===== src/rtl/axi_burst_master.sv =====
// AXI3-style burst initiator: one write (AW/W/B) or read (AR/R) burst per local command,
// with up-front legality checks, an idle watchdog and a worst-response completion report.
module axi_burst_master #(
  parameter logic [2:0]  AXSIZE  = 3'd2,
  parameter int unsigned TIMEOUT = 1023
) (
  input  logic        clk,
  input  logic        reset,
  input  logic        cmd_valid,
  output logic        cmd_ready,
  input  logic        cmd_wr,
  input  logic [3:0]  cmd_id,
  input  logic [31:0] cmd_addr,
  input  logic [3:0]  cmd_len,
  input  logic [1:0]  cmd_burst,
  input  logic        wd_valid,
  output logic        wd_ready,
  input  logic [31:0] wd_data,
  output logic        rd_valid,
  output logic [31:0] rd_data,
  output logic        rd_last,
  output logic        done,
  output logic [1:0]  done_resp,
  output logic        done_err,
  output logic        awvalid,
  input  logic        awready,
  output logic [3:0]  awid,
  output logic [31:0] awaddr,
  output logic [3:0]  awlen,
  output logic [2:0]  awsize,
  output logic [1:0]  awburst,
  output logic        wvalid,
  input  logic        wready,
  output logic        wlast,
  output logic [3:0]  wid,
  output logic [31:0] wdata,
  output logic [3:0]  wstrb,
  input  logic        bvalid,
  output logic        bready,
  input  logic [3:0]  bid,
  input  logic [1:0]  bresp,
  output logic        arvalid,
  input  logic        arready,
  output logic [3:0]  arid,
  output logic [31:0] araddr,
  output logic [3:0]  arlen,
  output logic [2:0]  arsize,
  output logic [1:0]  arburst,
  input  logic        rvalid,
  output logic        rready,
  input  logic        rlast,
  input  logic [3:0]  rid,
  input  logic [31:0] rdata,
  input  logic [1:0]  rresp
);

  localparam int              BYTES      = 1 << AXSIZE;
  localparam logic [31:0]     ALIGN_MASK = 32'(BYTES - 1);
  localparam logic [3:0]      STRB_ALL   = 4'((1 << BYTES) - 1);
  localparam int              WDW        = (TIMEOUT < 2) ? 1 : $clog2(TIMEOUT + 1);
  localparam logic [WDW-1:0]  WD_MAX     = WDW'(TIMEOUT);

  typedef enum logic [2:0] {IDLE, CHECK, WADDR, WDATA, WRESP, RADDR, RDATA, DONE} state_t;

  // A command is illegal for a reserved burst, misalignment, a bad WRAP length or an INCR 4KB crossing.
  function automatic logic check_reject(input logic [31:0] addr, input logic [3:0] len,
                                        input logic [1:0] burst);
    logic [12:0] span;
    logic        bad;
    span = {1'b0, addr[11:0]} + (({9'd0, len} + 13'd1) << AXSIZE);
    case (burst)
      2'b11:   bad = 1'b1;
      2'b10:   bad = !(len inside {4'd1, 4'd3, 4'd7, 4'd15});
      2'b01:   bad = (span > 13'd4096);
      default: bad = 1'b0;
    endcase
    return bad | ((addr & ALIGN_MASK) != 32'd0);
  endfunction

  state_t          state_q, state_d;
  logic            rdy_q;
  logic            wr_q;
  logic [3:0]      id_q, len_q;
  logic [31:0]     addr_q;
  logic [1:0]      burst_q;
  logic [3:0]      beat_q, beat_d;
  logic [WDW-1:0]  wdog_q, wdog_d;
  logic [1:0]      resp_q, resp_d;
  logic            err_q, err_d;
  logic            hs_s, active_s, timeout_s, cmd_hs_s, last_beat_s;

  assign cmd_hs_s    = (state_q == IDLE) && rdy_q && cmd_valid;
  assign active_s    = state_q inside {WADDR, WDATA, WRESP, RADDR, RDATA};
  assign timeout_s   = active_s && (wdog_q == WD_MAX);
  assign last_beat_s = (beat_q == len_q);
  assign done_resp   = resp_q;
  assign done_err    = err_q;

  // Control state, beat counter, watchdog and completion status
  always_ff @(posedge clk or posedge reset) begin
    if (reset) begin
      state_q <= IDLE;
      rdy_q   <= 1'b0;
      beat_q  <= 4'd0;
      wdog_q  <= '0;
      resp_q  <= 2'b00;
      err_q   <= 1'b0;
    end else begin
      state_q <= state_d;
      rdy_q   <= 1'b1;
      beat_q  <= beat_d;
      wdog_q  <= wdog_d;
      resp_q  <= resp_d;
      err_q   <= err_d;
    end
  end

  // Command fields captured at the IDLE handshake
  always_ff @(posedge clk or posedge reset) begin
    if (reset) begin
      wr_q    <= 1'b0;
      id_q    <= 4'd0;
      addr_q  <= 32'd0;
      len_q   <= 4'd0;
      burst_q <= 2'b00;
    end else if (cmd_hs_s) begin
      wr_q    <= cmd_wr;
      id_q    <= cmd_id;
      addr_q  <= cmd_addr;
      len_q   <= cmd_len;
      burst_q <= cmd_burst;
    end
  end

  // Next-state and bus outputs; a watchdog expiry silences every handshake signal for that cycle
  always_comb begin
    state_d   = state_q;
    beat_d    = beat_q;
    resp_d    = resp_q;
    err_d     = err_q;
    hs_s      = 1'b0;
    cmd_ready = 1'b0;
    wd_ready  = 1'b0;
    rd_valid  = 1'b0;
    rd_data   = 32'd0;
    rd_last   = 1'b0;
    done      = 1'b0;
    awvalid   = 1'b0;
    awid      = 4'd0;
    awaddr    = 32'd0;
    awlen     = 4'd0;
    awsize    = 3'd0;
    awburst   = 2'b00;
    wvalid    = 1'b0;
    wlast     = 1'b0;
    wid       = 4'd0;
    wdata     = 32'd0;
    wstrb     = 4'd0;
    bready    = 1'b0;
    arvalid   = 1'b0;
    arid      = 4'd0;
    araddr    = 32'd0;
    arlen     = 4'd0;
    arsize    = 3'd0;
    arburst   = 2'b00;
    rready    = 1'b0;
    case (state_q)
      IDLE: begin
        cmd_ready = rdy_q;
        if (cmd_hs_s) state_d = CHECK;
        else          state_d = IDLE;
      end
      CHECK: begin
        resp_d = 2'b00;
        err_d  = check_reject(addr_q, len_q, burst_q);
        beat_d = 4'd0;
        if (err_d)     state_d = DONE;
        else if (wr_q) state_d = WADDR;
        else           state_d = RADDR;
      end
      WADDR: begin
        if (timeout_s) begin
          err_d   = 1'b1;
          state_d = DONE;
        end else begin
          awvalid = 1'b1;
          awid    = id_q;
          awaddr  = addr_q;
          awlen   = len_q;
          awsize  = AXSIZE;
          awburst = burst_q;
          hs_s    = awready;
          if (awready) state_d = WDATA;
          else         state_d = WADDR;
        end
      end
      WDATA: begin
        if (timeout_s) begin
          err_d   = 1'b1;
          state_d = DONE;
        end else begin
          wvalid   = wd_valid;
          wd_ready = wready;
          wdata    = wd_data;
          wid      = id_q;
          wstrb    = STRB_ALL;
          wlast    = last_beat_s;
          hs_s     = wd_valid && wready;
          if (hs_s) begin
            beat_d = beat_q + 4'd1;
            if (last_beat_s) state_d = WRESP;
            else             state_d = WDATA;
          end else begin
            state_d = WDATA;
          end
        end
      end
      WRESP: begin
        if (timeout_s) begin
          err_d   = 1'b1;
          state_d = DONE;
        end else begin
          bready = 1'b1;
          hs_s   = bvalid;
          if (bvalid) begin
            resp_d  = bresp;
            err_d   = err_q | (bid != id_q);
            state_d = DONE;
          end else begin
            state_d = WRESP;
          end
        end
      end
      RADDR: begin
        if (timeout_s) begin
          err_d   = 1'b1;
          state_d = DONE;
        end else begin
          arvalid = 1'b1;
          arid    = id_q;
          araddr  = addr_q;
          arlen   = len_q;
          arsize  = AXSIZE;
          arburst = burst_q;
          hs_s    = arready;
          if (arready) state_d = RDATA;
          else         state_d = RADDR;
        end
      end
      RDATA: begin
        if (timeout_s) begin
          err_d   = 1'b1;
          state_d = DONE;
        end else begin
          rready = 1'b1;
          hs_s   = rvalid;
          if (rvalid) begin
            rd_valid = 1'b1;
            rd_data  = rdata;
            rd_last  = rlast;
            beat_d   = beat_q + 4'd1;
            if (rresp > resp_q) resp_d = rresp;
            else                resp_d = resp_q;
            // rlast must coincide exactly with the final counted beat
            if ((rlast != last_beat_s) || (rid != id_q)) err_d = 1'b1;
            else                                         err_d = err_q;
            if (rlast || last_beat_s) state_d = DONE;
            else                      state_d = RDATA;
          end else begin
            state_d = RDATA;
          end
        end
      end
      DONE: begin
        done    = 1'b1;
        state_d = IDLE;
      end
      default: state_d = IDLE;
    endcase
    if (!active_s || hs_s || (state_d != state_q)) wdog_d = '0;
    else                                           wdog_d = wdog_q + WDW'(1);
  end

endmodule

===== config.mk =====
export PLATFORM = sky130hd
export DESIGN_NAME = axi_burst_master
export DESIGN_NICKNAME = d
export VERILOG_FILES = /design/src/rtl/axi_burst_master.sv
export SDC_FILE = /design/constraint.sdc
export NUM_CORES = 1
export LEC_CHECK = 0
export BUFFER_PORTS_ARGS = -buffer_cell sky130_fd_sc_hd__buf_4
export CAP_MARGIN = 0
export CORE_AREA = 3 3 118 120
export CTS_CLUSTER_DIAMETER = 150
export DETAILED_ROUTE_END_ITERATION = 10
export DIE_AREA = 0 0 121 123
export MAX_ROUTING_LAYER = met4
export PLACE_DENSITY = 0.8
export SLEW_MARGIN = 5
export SYNTH_ARGS = -nofsm -noshare
export SYNTH_HDL_FRONTEND = slang
export SYNTH_SLANG_ARGS = --single-unit

===== constraint.sdc =====
create_clock -name clk -period 2.7 [get_ports clk]
set_input_delay 0.405 -clock clk [delete_from_list [all_inputs] [get_ports clk]]
set_output_delay 0.405 -clock clk [all_outputs]
set_load 0.02 [all_outputs]

### Yosys cells after proc, flatten, opt, wreduce, memory -nomap -nowiden

Index checks and enable logic that the tools add are counted.

| storage, ports and cells | value |
|---|---|
| output and inout bits | 176 |
| logic and storage cells | 156 |
| input bits | 129 |
| flip-flop bits (word level) | 64 |

| operators by class | value |
|---|---|
| order comparisons | 2 |
| bitwise gates (word level) | 2 |
| mux-type cells | 85 |
| add/sub/neg operators | 4 |
| reductions and logical operators | 21 |
| equality and inequality tests | 31 |

Operators with widths:

| kind | count |
|---|---|
| 2-to-1 mux 32 bit | 8 |
| 2-to-1 mux 4 bit | 13 |
| 2-to-1 mux 1 bit | 34 |
| nonzero test 32 bit | 1 |
| 2-to-1 mux 2 bit | 15 |
| 2-to-1 mux 3 bit | 8 |
| case mux 3 bit (8 select lines) | 1 |
| adder 12 x 7 -> 13 bit | 1 |
| > comparator 13 bit, second input constant | 1 |
| == test 3 bit, second input constant | 4 |
| case mux 4 bit (3 select lines) | 1 |
| adder 10 x 1 -> 10 bit, second input constant | 1 |
| == test 10 bit, second input constant | 1 |
| 2-to-1 mux 10 bit | 1 |
| inequality test 2 bit, second input constant | 5 |
| AND reduction 5 bit | 2 |
| inequality test 4 bit | 2 |
| nonzero test 4 bit | 2 |
| == test 3 x 2 -> 1 bit, second input constant | 2 |
| inequality test 2 x 1 -> 1 bit, second input constant | 3 |
| inequality test 3 bit, second input constant | 2 |
| case mux 2 bit (3 select lines) | 1 |
| AND reduction 6 bit | 1 |
| nonzero test 3 bit | 2 |
| 24 further kinds | 33 |

### Depth between registers and ports, before layout

| logic depth | value |
|---|---|
| depth in word-level cells | 11 |
| gate-level depth with buffers | 11 |
| depth with buffers taken out | 10 |

### Least setup slack after synthesis

Ideal clock, no wire load.

| timing path | value |
|---|---|
| path kind | reg-to-output |
| start | register state_q[0] |
| end | output awaddr[25] |
| required time | 2.295 ns |
| data arrival time | 1.882 ns |
| slack | 0.413 ns |
| cell stages (with the launch flop) | 7 |
| path buffers | 2 |
| path through | dfrtp_1 buf_2 and3_1 nor4_4 nor3_1 clkbuf_1 and2_1 |

| on the way | value |
|---|---|
| longest elaborated chain between the ends | 5 |
| elaborated cells on any way between the ends | 9 |

Ends and longest elaborated chain:

| item | RTL line | RTL |
|---|---|---|
| start, declared | 80 | `state_t state_q, state_d;` |
| start signal, assigned | 109 | `state_q <= state_d;` |
| == test 3 x 2 -> 1 bit (tied with other cells) | 93, 167 |  |
| nonzero test 5 bit | 93 | `assign active_s = state_q inside {WADDR, WDATA, WRESP, RADDR, RDATA};` |
| logical AND 1 bit | 94 | `assign timeout_s = active_s && (wdog_q == WD_MAX);` |
| 2-to-1 mux 32 bit | 182 | `if (timeout_s) begin` |
| 2-to-1 mux 32 bit (*) | 167 | `case (state_q)` |
| end, declared | 28 | `output logic [31:0] awaddr,` |

Mark *: on every way between the ends. The rest lies on a longest branch, timed or not.

### Final worst setup path

| timing path | value |
|---|---|
| start | register state_q[2] |
| end | output wdata[9] |

| on the way | value |
|---|---|
| longest elaborated chain between the ends | 5 |
| elaborated cells on any way between the ends | 9 |

Ends and longest elaborated chain:

| item | RTL line | RTL |
|---|---|---|
| == test 3 x 2 -> 1 bit (tied with other cells) | 93 |  |
| nonzero test 5 bit | 93 |  |
| logical AND 1 bit | 94 |  |
| 2-to-1 mux 32 bit | 198 | `if (timeout_s) begin` |
| 2-to-1 mux 32 bit (*) | 167 |  |
| end, declared | 36 | `output logic [31:0] wdata,` |

Marked as above.

==> results.yml <==
synth:
  synth.distinct_cells: 57
  synth.cell_area_sq_um: 4620
  synth_edf_count: 0
  synth_async_sr_flop_share_pct: 100
  synth_seq_cells: 64
  ys.flop_type: "dfrtp_1"
  yosysSeqAreaShare_pct: 34.6
  synthCells: 505
  synth_area_per_cell_sq_um: 9.16
  ys_warn_count: 0
final_layout:
  antenna_cells: 0
  fillers: 1181
  postLayoutCoreUtil_pct: 56.9
  drive_gt1_share_pct: 49.2
  final_cell_mix: "313 x buf_4, 149 x and2_1, 64 x dfrtp_1"
  final_area_sq_um: 7440
  regArea_sq_um: 1600
  areaGrowthSynthToFinish_pct: 60.9
  multiInputGateArea_sq_um: 2830
  nets: 945
  layout_commonest_cell: "buf_4"
grt:
  grt_max_degree: 65
  grt_pass1_wl_mm: 22.9
  grtUsageTotal_pct: 20.1
  overflow: 0
  antenna_found_initial: 0
  first_global_vias: 4443
sta:
  final.setup_skew_ps: 6.53
  final-hold-violation-count: 0
  setup_viol: 0
  post-route-min-period_ps: 2590
  setup-tns-final_ps: 0
  finalCritPeriodShare_pct: 95.8
  clock.fmax_ghz: 0.386
  max_slew_margin_pct: 54.9
  rsz0062_at_grt: "no"
  drv_slew: 0
  max_slew.worst_pin.slew_ps: 675
routing:
  first_pass_iters: 4
  drc: 0
  routed_wl_mm: 15.6
  vias: 4686
  wire_per_inst_microns: 15.9
  vias_per_cell: 4.77
  ant_nets: 0
  first_iter_violations: 230
cts:
  cts_tree: "built"
  htreeDepth: 3
  cts_buffers: 9
  clk_pin_slew_ps: 60
  cts_sinks: 64
  cts_root_buf: "clkbuf_16"
  cts_buffer_depth: 2
  insertion_delay_ps: 330
  hold_buffers: 0
setup_path:
  path_class: "register to output pin"
  reg2reg_to: "state_q[1]"
  crit_arrival_ps: 2180
  required_ps: 2300
  r2r_slack_ps: 280
  reg2reg_depth: 10
  crit_fanout: 21
  endpoint_kind: "output pin"
  reg2reg_from: "len_q[1]"
  crit_path_start_kind: "register"
floorplanning:
  start_util_pct: 35.3
  die_w_microns: 121
  die_y_microns: 123
  core-area_sq_um: 13100
  io_pins: 305
  num_rows: 42
  dieArea_sq_um: 14900
placement:
  place_area_sq_um: 7110
  gp_congestion: 0.896
  io_buffers: 300
  hpwlAfterDp_mm: 12.1
power_and_ir_drop:
  power_leakage_nw: 3.82
  peakVddDrop_v: 0.000540
  power_w: 0.00709
  power_density_nw_per_um2: 953
flow_run:
  cap_violations: 0
outcome:
  status: "completed"
min_path:
  min_path_type: "primary input to asynchronous set/reset pin"
## synth_stat cells (3+ instances only)
cell | number | share of area [%]
o31ai_1 | 3 | 0.49
nor3_1 | 10 | 1.1
and2_1 | 149 | 20
inv_1 | 15 | 1.2
clkbuf_1 | 23 | 1.9
nand4_1 | 3 | 0.41
a21o_1 | 5 | 0.81
and3_1 | 5 | 0.68
nor2_1 | 22 | 1.8
nand2_1 | 20 | 1.6
ha_1 | 13 | 3.5
dfrtp_1 | 64 | 35
a32oi_1 | 3 | 0.57
xor2_1 | 15 | 2.8
nor2b_1 | 6 | 0.81
nand3_1 | 12 | 1.3
a31oi_1 | 3 | 0.41
xnor2_1 | 10 | 1.9
nor4_1 | 5 | 0.68
mux2_2 | 43 | 10
buf_4 | 9 | 1.5
o21ai_0 | 10 | 1.1
a21oi_1 | 12 | 1.3
## power by group
group          switching, W  internal [W]
Clock              0.000429      0.000738
Sequential         0.000475       0.00136
Combinational       0.00218       0.00191
Total               0.00308       0.00401
## cells by family after synthesis
kind of cell	count (synthesis)	share of synthesized area (%)
AND/OR/NAND/NOR	250	32.4
flip-flops	64	34.6
AO/OA/AOI/OAI	54	8.12
buffers and inverters	51	5.09
multiplexers	44	10.7
XOR/XNOR	25	4.73
adder cells (fa/ha/maj)	15	4.17
other	2	0.162
## critical path: stages (launching register included)
cell and delay, ps:
dfrtp_1 450, o211ai_1 290, nor4_4 70, buf_4 160
nor2_2 520, and2_1 220, buf_4 140
## layout make-up
cell class	instances	share of cell area [%]
Clock buffer	11	3.26
Clock inverter	5	0.757
Inverter	15	0.757
Multi-Input combinational cell	394	38.1
Sequential cell	64	21.5
Tap cell	176	2.96
Timing Repair Buffer	318	32.7
## state kept, by name (all words and copies together), names as in the netlist
register,cells
id_q,4
rdy_q,1
state_q,3
done_resp,2
burst_q,2
addr_q,32
beat_q,4
len_q,4
wr_q,1
done_err,1
wdog_q,10
## layer usage
layer,GRT usage [%],up-vias,wire length [microns]
li1,-,2275,-
met1,25.9,2154,6560
met2,32.1,245,7450
met3,5.86,12,1500
met4,3.68,0,123
met5,-,-,0
## how the worst max path moves through the flow
stage | from | to | cells past startpoint | slack, ps
final | state_q[2] | wdata[9] | 6 | 110
after global routing | len_q[2] | wdog_q[3] | 10 | 10
after CTS | wdog_q[0] | awaddr[23] | 8 | 60
after detailed placement | len_q[2] | wdog_q[5] | 10 | 90
after global placement | len_q[2] | wdog_q[3] | 10 | 100
after floorplan | state_q[0] | awaddr[25] | 6 | 410
## per-stage QoR
stage | setup WS (ps) | std cells | hold WS [ps]
2_1_floorplan | 413 | 508 | 455
3_3_place_gp | 97.2 | 965 | 467
5_1_grt | 12.9 | 983 | 187
3_5_place_dp | 86.0 | 965 | 476
4_1_cts | 60.6 | 982 | 156
6_report | 113 | 983 | 150
## timing repair
item                                    in CTS  in global routing
resized for setup                            3                  2
setup buffers                                1                  0
cloned                                       0                  1
pin swaps                                    1                  1
endpoints found under the setup margin      81                 85
endpoints found under the hold margin        0                  0
Note: power is estimated with default switching activity, not from simulation.
